`src/rtl/world_dumper_pkg.sv`:
```
// world_dumper_pkg
//   Shared types and constants for the voxel world dump path.
//   block_type_t and the world extents match the l3 voxel cache; SYNC_BYTE
//   is the header byte that opens every dump frame.
//   Contents:
//     block_type_t      5-bit BlockType as stored in the cache
//     WORLD_LENGTH/WIDTH/HEIGHT  default world extents in x/y/z
//     CACHE_READ_LATENCY cycles from read strobe to valid read data
//     SYNC_BYTE          frame header byte
//     dump_state_t       world_dumper FSM states
//     coord_width()      counter width for an extent (never below 1 bit)
//     pack_block()       BlockType -> transmitted byte
package world_dumper_pkg;

    localparam int BLOCK_BITS = 5;
    typedef logic [BLOCK_BITS-1:0] block_type_t;

    localparam int WORLD_LENGTH       = 64;
    localparam int WORLD_WIDTH        = 64;
    localparam int WORLD_HEIGHT       = 16;
    localparam int CACHE_READ_LATENCY = 2;

    localparam logic [7:0] SYNC_BYTE = 8'hA5;

    typedef enum logic [2:0] {
        ST_IDLE,
        ST_HEADER,
        ST_ISSUE,
        ST_WAIT,
        ST_SEND,
        ST_TRAILER,
        ST_DONE
    } dump_state_t;

    // An extent of 1 still needs a 1-bit counter so port widths stay legal.
    function automatic int coord_width(input int extent);
        return (extent > 1) ? $clog2(extent) : 1;
    endfunction

    function automatic logic [7:0] pack_block(input block_type_t block);
        return {3'b000, block};
    endfunction

endpackage

```
`src/rtl/world_dumper_coord_walker.sv`:
```
// coord_walker
//   Nested x/y/z scan counter: z innermost, then y, x outermost.
//   Each counter compares against extent-1 explicitly, so non-power-of-two
//   extents wrap correctly. The walk stops at the last coordinate.
//   Ports:
//     clk_in      system clock
//     rst_in      asynchronous active-low reset
//     clear_in    return to (0,0,0); wins over advance_in
//     advance_in  step to the next coordinate (ignored on the last one)
//     x_out/y_out/z_out  current coordinate
//     last_out    current coordinate is (LENGTH-1, WIDTH-1, HEIGHT-1)
module coord_walker
    import world_dumper_pkg::*;
#(
    parameter int  LENGTH = WORLD_LENGTH,
    parameter int  WIDTH  = WORLD_WIDTH,
    parameter int  HEIGHT = WORLD_HEIGHT,
    localparam int XW     = coord_width(LENGTH),
    localparam int YW     = coord_width(WIDTH),
    localparam int ZW     = coord_width(HEIGHT)
) (
    input  logic          clk_in,
    input  logic          rst_in,
    input  logic          clear_in,
    input  logic          advance_in,
    output logic [XW-1:0] x_out,
    output logic [YW-1:0] y_out,
    output logic [ZW-1:0] z_out,
    output logic          last_out
);

    logic x_last;
    logic y_last;
    logic z_last;

    assign x_last   = (x_out == XW'(LENGTH - 1));
    assign y_last   = (y_out == YW'(WIDTH - 1));
    assign z_last   = (z_out == ZW'(HEIGHT - 1));
    assign last_out = x_last && y_last && z_last;

    // NOTE: state registers use non-blocking (<=) so every flop samples the
    // pre-edge values of the others; blocking here would chain z->y->x
    // updates within one edge and break the carry order.
    always_ff @(posedge clk_in or negedge rst_in) begin
        if (!rst_in) begin
            x_out <= '0;
            y_out <= '0;
            z_out <= '0;
        end else if (clear_in) begin
            x_out <= '0;
            y_out <= '0;
            z_out <= '0;
        end else if (advance_in && !last_out) begin
            if (!z_last) begin
                z_out <= z_out + 1'b1;
            end else begin
                z_out <= '0;
                if (!y_last) begin
                    y_out <= y_out + 1'b1;
                end else begin
                    y_out <= '0;
                    x_out <= x_out + 1'b1;
                end
            end
        end
    end

endmodule

```
`src/rtl/world_dumper.sv`:
```
// world_dumper
//   Streams the whole voxel world out of the l3 cache to the UART
//   transmitter as one frame: SYNC_BYTE, one byte per voxel in z/y/x scan
//   order ({3'b000, block}), then the XOR of all payload bytes.
//   One read is in flight at a time: ISSUE strobes the cache, WAIT counts
//   out the read latency, SEND offers the byte until the transmitter takes it.
//   Ports:
//     clk_in           system clock
//     rst_in           asynchronous active-low reset
//     start_in         begin a dump (looked at only while idle)
//     busy_out         high from the accepted start through the done cycle
//     done_out         one-cycle pulse after the trailer byte is accepted
//     x_out/y_out/z_out  cache read coordinate
//     read_enable_out  one-cycle cache read strobe
//     block_data_in    cache read data, READ_LATENCY cycles after the strobe
//     tx_data_out      byte for the UART transmitter
//     tx_valid_out     tx_data_out is valid
//     tx_ready_in      transmitter accepts the byte this cycle
module world_dumper #(
    parameter int          LENGTH       = world_dumper_pkg::WORLD_LENGTH,
    parameter int          WIDTH        = world_dumper_pkg::WORLD_WIDTH,
    parameter int          HEIGHT       = world_dumper_pkg::WORLD_HEIGHT,
    parameter int          READ_LATENCY = world_dumper_pkg::CACHE_READ_LATENCY,
    parameter logic [7:0]  SYNC_BYTE    = world_dumper_pkg::SYNC_BYTE,
    localparam int         XW           = world_dumper_pkg::coord_width(LENGTH),
    localparam int         YW           = world_dumper_pkg::coord_width(WIDTH),
    localparam int         ZW           = world_dumper_pkg::coord_width(HEIGHT)
) (
    input  logic          clk_in,
    input  logic          rst_in,
    input  logic          start_in,
    output logic          busy_out,
    output logic          done_out,
    output logic [XW-1:0] x_out,
    output logic [YW-1:0] y_out,
    output logic [ZW-1:0] z_out,
    output logic          read_enable_out,
    input  logic [4:0]    block_data_in,
    output logic [7:0]    tx_data_out,
    output logic          tx_valid_out,
    input  logic          tx_ready_in
);

    import world_dumper_pkg::*;

    // Wide enough to hold READ_LATENCY itself. READ_LATENCY must be >= 1.
    localparam int LW = coord_width(READ_LATENCY + 1);

    dump_state_t   state_q;
    dump_state_t   state_d;
    logic [LW-1:0] lat_cnt_q;
    logic [7:0]    data_q;
    logic [7:0]    checksum_q;

    logic          walk_clear;
    logic          walk_advance;
    logic          walk_last;
    logic          capture;

    coord_walker #(
        .LENGTH (LENGTH),
        .WIDTH  (WIDTH),
        .HEIGHT (HEIGHT)
    ) u_walker (
        .clk_in     (clk_in),
        .rst_in     (rst_in),
        .clear_in   (walk_clear),
        .advance_in (walk_advance),
        .x_out      (x_out),
        .y_out      (y_out),
        .z_out      (z_out),
        .last_out   (walk_last)
    );

    // Outputs decode state_q only, so tx_valid_out never depends on
    // tx_ready_in and drops as soon as the async reset clears the state.
    // tx_data_out comes from registers that are frozen in HEADER/SEND/TRAILER,
    // which keeps it stable while a byte is stalled.
    always_comb begin
        // NOTE: every signal gets a default before the case so no path
        // leaves one unassigned; a missing default here infers a latch.
        state_d         = state_q;
        busy_out        = 1'b1;
        done_out        = 1'b0;
        read_enable_out = 1'b0;
        tx_valid_out    = 1'b0;
        tx_data_out     = 8'h00;
        walk_clear      = 1'b0;
        walk_advance    = 1'b0;
        capture         = 1'b0;

        unique case (state_q)
            ST_IDLE: begin
                busy_out = 1'b0;
                if (start_in) begin
                    walk_clear = 1'b1;
                    state_d    = ST_HEADER;
                end
            end
            ST_HEADER: begin
                tx_valid_out = 1'b1;
                tx_data_out  = SYNC_BYTE;
                if (tx_ready_in) begin
                    state_d = ST_ISSUE;
                end
            end
            ST_ISSUE: begin
                read_enable_out = 1'b1;
                state_d         = ST_WAIT;
            end
            ST_WAIT: begin
                // Counter at 1 means this decrement reaches 0: the cache
                // data is valid in this very cycle.
                if (lat_cnt_q == LW'(1)) begin
                    capture = 1'b1;
                    state_d = ST_SEND;
                end
            end
            ST_SEND: begin
                tx_valid_out = 1'b1;
                tx_data_out  = data_q;
                if (tx_ready_in) begin
                    if (walk_last) begin
                        state_d = ST_TRAILER;
                    end else begin
                        walk_advance = 1'b1;
                        state_d      = ST_ISSUE;
                    end
                end
            end
            ST_TRAILER: begin
                tx_valid_out = 1'b1;
                tx_data_out  = checksum_q;
                if (tx_ready_in) begin
                    state_d = ST_DONE;
                end
            end
            ST_DONE: begin
                done_out = 1'b1;
                state_d  = ST_IDLE;
            end
            default: begin
                busy_out = 1'b0;
                state_d  = ST_IDLE;
            end
        endcase
    end

    // NOTE: only control and datapath flops live here and all of them take
    // the async reset; there is no storage array that would need to be left
    // out of the reset branch.
    always_ff @(posedge clk_in or negedge rst_in) begin
        if (!rst_in) begin
            state_q    <= ST_IDLE;
            lat_cnt_q  <= '0;
            data_q     <= '0;
            checksum_q <= '0;
        end else begin
            state_q <= state_d;

            if (state_q == ST_ISSUE) begin
                lat_cnt_q <= LW'(READ_LATENCY);
            end else if (state_q == ST_WAIT) begin
                lat_cnt_q <= lat_cnt_q - 1'b1;
            end

            if (walk_clear) begin
                checksum_q <= '0;
            end else if (capture) begin
                checksum_q <= checksum_q ^ pack_block(block_data_in);
            end

            if (capture) begin
                data_q <= pack_block(block_data_in);
            end
        end
    end

endmodule

```
`config.mk`:
```
export PLATFORM = sky130hd
export DESIGN_NAME = world_dumper
export DESIGN_NICKNAME = d
export VERILOG_FILES = /design/src/rtl/world_dumper_pkg.sv /design/src/rtl/world_dumper_coord_walker.sv /design/src/rtl/world_dumper.sv
export SDC_FILE = /design/constraint.sdc
export NUM_CORES = 1
export LEC_CHECK = 0
export ABC_AREA = 1
export BUFFER_PORTS_ARGS = -buffer_cell sky130_fd_sc_hd__buf_4
export CORE_AREA = 8 8 65 67
export CTS_CLUSTER_SIZE = 12
export DETAILED_ROUTE_END_ITERATION = 6
export DIE_AREA = 0 0 73 75
export PLACE_DENSITY = 0.8
export SYNTH_ARGS = -nofsm -noshare
export SYNTH_HDL_FRONTEND = slang
export SYNTH_SLANG_ARGS = --single-unit
```
`constraint.sdc`:
```
create_clock -name clk_in -period 2.3 [get_ports clk_in]
set_input_delay 0.46 -clock clk_in [delete_from_list [all_inputs] [get_ports clk_in]]
set_output_delay 0.46 -clock clk_in [all_outputs]
set_load 0.05 [all_outputs]
```
==> metrics, run 1 <==
biggest area consumer among synthesized cells=dfrtp_1; Syn-to-layout area delta=19.3%; worst stage delay on the critical path=560 ps; Top-Level Pins=37; crit path max-delay cell type=dfrtp_1; total internal power=1.40 mW; Post-CTS Setup Bufs=0; hold crit path type=input pin to async pin; reg2reg start=u_walker.x_out[0]; first-pass GRT wire length=7.12 mm; crit path capture=tx_data_out[2]; post-synth cell types=28; capturing point of the worst reg2reg path=u_walker.z_out[1]; Async SR Flop Fraction=100%; H-Tree Level Count=2; clk_lat worst skew=330 ps; Avg WL per Cell=12.6 um; Initial DRC Count=94; final hold vios=0; ys flop type=dfrtp_1; commonest cells in the synthesized netlist=nand2_1, dfrtp_1, inv_1; cells after synthesis=244; fin worst setup slack=between 150 and 200 ps; count leader, synth=nand2_1; # DRC=0; CP most frequent cell=o21ai_0; core area=about 0.0032 mm2; cells on worst reg2reg path=9; clk buf depth=2; vias in the first global route=1,656; fin nets=between 200 and 300; detailed placement HPWL=approximately 3.0 mm; largest net degree at the start of global routing=32; Root Buffer=clkbuf_4; CP bufs+invs=2; Placed Cells=319; maxcap violations=0; total wire length=4.10 mm; vias post-DR=1,662; # clock sinks=31; Top delay family on crit path=flip-flops; Initial Util=57.2%; top post-synthesis cells by area=dfrtp_1, nand2_1, nand3_1; n_diodes=0; P per Cell Area=1250 mW/mm2; Seq pwr share=32.6%; synthesized area per cell=7.58 um2; switch share=49.4%; Worst setup SP type=flop; DRT Pass-1 Iters=4; busiest grt layer=met2; TritonCTS Buffers=5; Cell Area, Synth=between 0.0015 and 0.002 mm2; die area=0.00548 mm2; fraction of layout cells with a size suffix above 1=24.6%; Final Max Slew Viols=0; CP cell instances=inv_4 -> nor2_2 -> o21ai_0 -> o21ai_0 -> buf_4; initial antenna violation count=0; synth warn=0; crit path kind=flop to output port; net load switching power=1.36 mW; clock network power share=around 16%; Die Wd=73 um; power share of the combinational group=51.1%; all-layer global routing usage=16.3%; DR vias/cell=~5.1; gp weighted congestion=between 0.8 and 0.9; Final setup violation count=0; Synth Register Bits=31; Worst EP required=between 1500 and 2000 ps; RSZ-0062 raised after global routing=false; Worst Setup SP=state_q[0]; cell depth of the worst setup path=5; register-to-register setup slack=630 ps; CTS tree=built; Non-Filler Instances=around 330; endpoint type of the worst setup path=output port; placement row count=21; fmax=0.476 GHz; Max VDD drop=0.558 mV; GR Overflow Total=0; number of synthesized flops with an enable pin=0; # hold bufs at CTS=0; GR Util met3=around 3.6%; I/O Buffers=35; sequential-to-total area share from yosys stat=a little over two fifths; syn nets=about 260; antenna-violating nets left=0; skew final=13.7 ps; Pleak=1.20 nW; Worst-path clk slew=110 ps; status=completed; Final period util=91.4%; worst-path maximum fanout=8; Tmin final=2100 ps; grt met1 use=19.3%; die span in y=75 um; pre-CTS setup slack=451 ps; post-synth top area share=a little over two fifths; M2 GR Usage=between 20% and 30%; Critical Path AT=~1600 ps
kinds of logic after synthesis:
family / synth area share [%]
and+or+nand+nor: 31.2
buffers and inverters: 10.6
DFF: 41.9
xor gates and xnor gates: 1.89
adders and majority gates: 2.71
other: 0.203
AOI/OAI and AO/OA: 11.4
power groups by stage:
stage	Clock, mW	Combinational (mW)	Sequential, mW
after floorplan	0	0.982	0.988
after global placement	0	1.39	0.888
after detailed placement	0	1.41	0.898
after CTS	0.454	1.42	0.891
after global routing	0.478	1.54	0.925
final	0.448	1.41	0.900
cell type report:
class	instances	area (um2)
sequential	31	778
multi-input combinational	172	885
inverter	35	136
clock buffer	6	51.3
timing repair buffer	35	263
tap	46	57.6
fill	289	1030
clock inverter	2	35.0
per-layer routing:
metal  vias to the layer above  share of wire, %
li1                        833                 -
met1                       775                45
met2                        43                49
met3                        11               4.1
met4                         0               2.0
met5                         -                 0
through the flow:
stage	power, mW	utilization [%]	setup TNS [ps]	hold WS [ps]	area [um2]
6_report	2.76	68.3	0	42.9	2210
5_1_grt	2.94	68.3	0	65.6	2210
4_1_cts	2.76	67.9	0	48.2	2200
3_5_place_dp	2.30	65.3	0	414	2110
3_3_place_gp	2.27	65.3	0	414	2110
2_1_floorplan	1.97	-	-374	164	1850
sequential cells by signal, summed over array words and instances (netlist names):
register and cells:
u_walker.x_out 6, u_walker.y_out 6, checksum_q 5, data_q 5, u_walker.z_out 4, state_q 3, lat_cnt_q 2
how the worst min path moves through the flow:
stage	slack (ps)	depth (start not counted)	to	start
finish	40	1	data_q[3]	rst_in
detailed placement	410	1	data_q[3]	rst_in
global route	70	1	data_q[3]	rst_in
global placement	410	1	data_q[3]	rst_in
CTS	50	1	data_q[0]	rst_in
floorplan	160	0	checksum_q[0]	rst_in
cell usage in the layout, fill, tap and decap left out, types with 6 or more instances in the layout:
cell	netlist	final
o21ai_0	21	21
nand2_1	59	59
nor2_1	20	19
inv_1	31	31
buf_4	2	35
a21oi_1	9	9
nor2_2	6	6
nand2_2	6	6
nand3_1	25	25
dfrtp_1	31	29
repair_timing:
action / in CTS / in global routing
setup endpoints to repair: 0 / 5
resized for setup: 0 / 4
endpoints found under the hold margin: 0 / 0
(Power assumes the default switching activity.)
==> run 2, diff against run 1 <==
- CORE_AREA: 8 8 65 67 -> 8 8 71 73
- DIE_AREA: 0 0 73 75 -> 0 0 79 81
- PLACE_DENSITY: 0.8 -> 0.7
- clock period: 2.3 -> 1.9 ns (I/O delays scaled with it)
==> metrics, run 2 (synthesized netlist as in run 1, its figures left out) <==
busiest grt layer=met2; placement row count=23; initial antenna violation count=0; fin nets=300; Critical Path AT=1460 ps; antenna-violating nets left=0; most common library cell in the layout ignoring fill and taps=nand2_1; Worst EP required=~1500 ps; # DRC=0; worst stage delay on the critical path=460 ps; Die Wd=79 um; Max VDD drop=0.822 mV; maxcap violations=0; detailed placement HPWL=3.00 mm; Initial DRC Count=56; CTS tree=built; crit path max-delay cell type=dfrtp_2; die area=between 0.006 and 0.007 mm2; largest net degree at the start of global routing=32; final hold vios=0; fmax=0.543 GHz; clk_lat worst skew=slightly below 300 ps; die span in y=between 80 and 90 um; n_diodes=0; status=completed; DRT Pass-1 Iters=4; Avg WL per Cell=12.4 um; skew final=roughly 5.1 ps; Tmin final=1840 ps; fraction of layout cells with a size suffix above 1=approximately 28%; fin util=58.9%; H-Tree Level Count=2; worst-path maximum fanout=6; DR vias/cell=4.87; vias in the first global route=approximately 1,600; P per Cell Area=1520 mW/mm2; Design Area, Final=0.00230 mm2; crit path kind=flop to output port; Syn-to-layout area delta=24.6%; M2 GR Usage=22.7%; all-layer global routing usage=14.0%; GR Overflow Total=0; Worst setup SP type=flop; I/O Buffers=35; RSZ-0062 raised after global routing=true; fill count=384; core area=0.00391 mm2; Total Negative Setup Slacks=0 ps; Final Max Slew Viols=0; Final period util=between 90% and 100%; fin worst setup slack=between 50 and 60 ps; Root Buffer=clkbuf_8; Top-Level Pins=37; most frequent cells in the layout=nand2_1, buf_4, inv_1, dfrtp_1, nand3_1; CP most frequent cell=buf_4; vias post-DR=1,645; Post-DP Area=0.00215 mm2; total wire length=roughly 4.2 mm; GR Util met3=roughly 5.4%; CP cell instances=buf_4 -> buf_4 -> nor3_1 -> buf_4; Pleak=approximately 1.2 nW; Worst-path clk slew=roughly 70 ps; clk buf depth=2; cells on worst reg2reg path=9; pre-CTS setup slack=168 ps; TritonCTS Buffers=5; gp weighted congestion=0.833; worst hold slack=22.2 ps; first-pass GRT wire length=7.20 mm; top flop regs=u_walker.x_out x6, u_walker.y_out x6; endpoint type of the worst setup path=output port; hold crit path type=input pin to async pin; Final setup violation count=0; Initial Util=47.3%; # clock sinks=31; grt met1 use=16.3%
[run 2: cell count changes in the layout (fill, tap and decap cells not counted), sizes merged]
| cell | change |
|---|---|
| buf | +7 |
| clkinv | -1 |
| clkbuf | +2 |
| bufinv | -1 |
[run 2: area by class of cell]
cell class	instances	area, um2	area share (%)
Clock buffer	8	100	4.34
Sequential cell	31	779	33.8
Timing Repair Buffer	42	323	14.0
Multi-Input combinational cell	172	903	39.2
Tap cell	50	62.6	2.71
Inverter	35	136	5.92
[run 2: final timing paths]
check,from,to,slack (ps)
max reg2reg,u_walker.x_out[0],u_walker.x_out[3],240
max in group asynchronous,rst_in,state_q[2],1560
min,rst_in,data_q[3],20
min in group clk_in,block_data_in[4],checksum_q[4],440
max,state_q[0],done_out,60
min reg2reg,checksum_q[1],checksum_q[1],460
[run 2: through the flow]
stage	std cells	power [mW]
2_1_floorplan	244	2.42
3_3_place_gp	325	2.81
3_5_place_dp	325	2.83
4_1_cts	334	3.46
5_1_grt	338	3.75
6_report	338	3.50
[run 2: routing by layer]
metal,vias up,wire length [um]
li1,856,-
met1,744,1890
met2,39,1950
met3,6,295
met4,0,70
met5,-,0
[run 2: repair_timing]
item,CTS,global route
endpoints found under the setup margin,5,5
hold buffers,0,0
pin swaps,0,1
resized for setup,5,3
setup buffers,1,4
[run 2: worst max-delay path: cells and delay by family (launching register included)]
family / cells / cell delay [ps]
buffers and inverters: 3 / 500
flip-flops: 1 / 460
AND/OR/NAND/NOR: 1 / 200
[run 2: report_power, final]
group	leakage, nW	total [mW]	internal, mW	switching (mW)
sequential	0.403	1.05	0.878	0.171
combinational	0.791	1.87	0.603	1.27
clock	0.0515	0.579	0.330	0.249
total	1.25	3.50	1.81	1.69
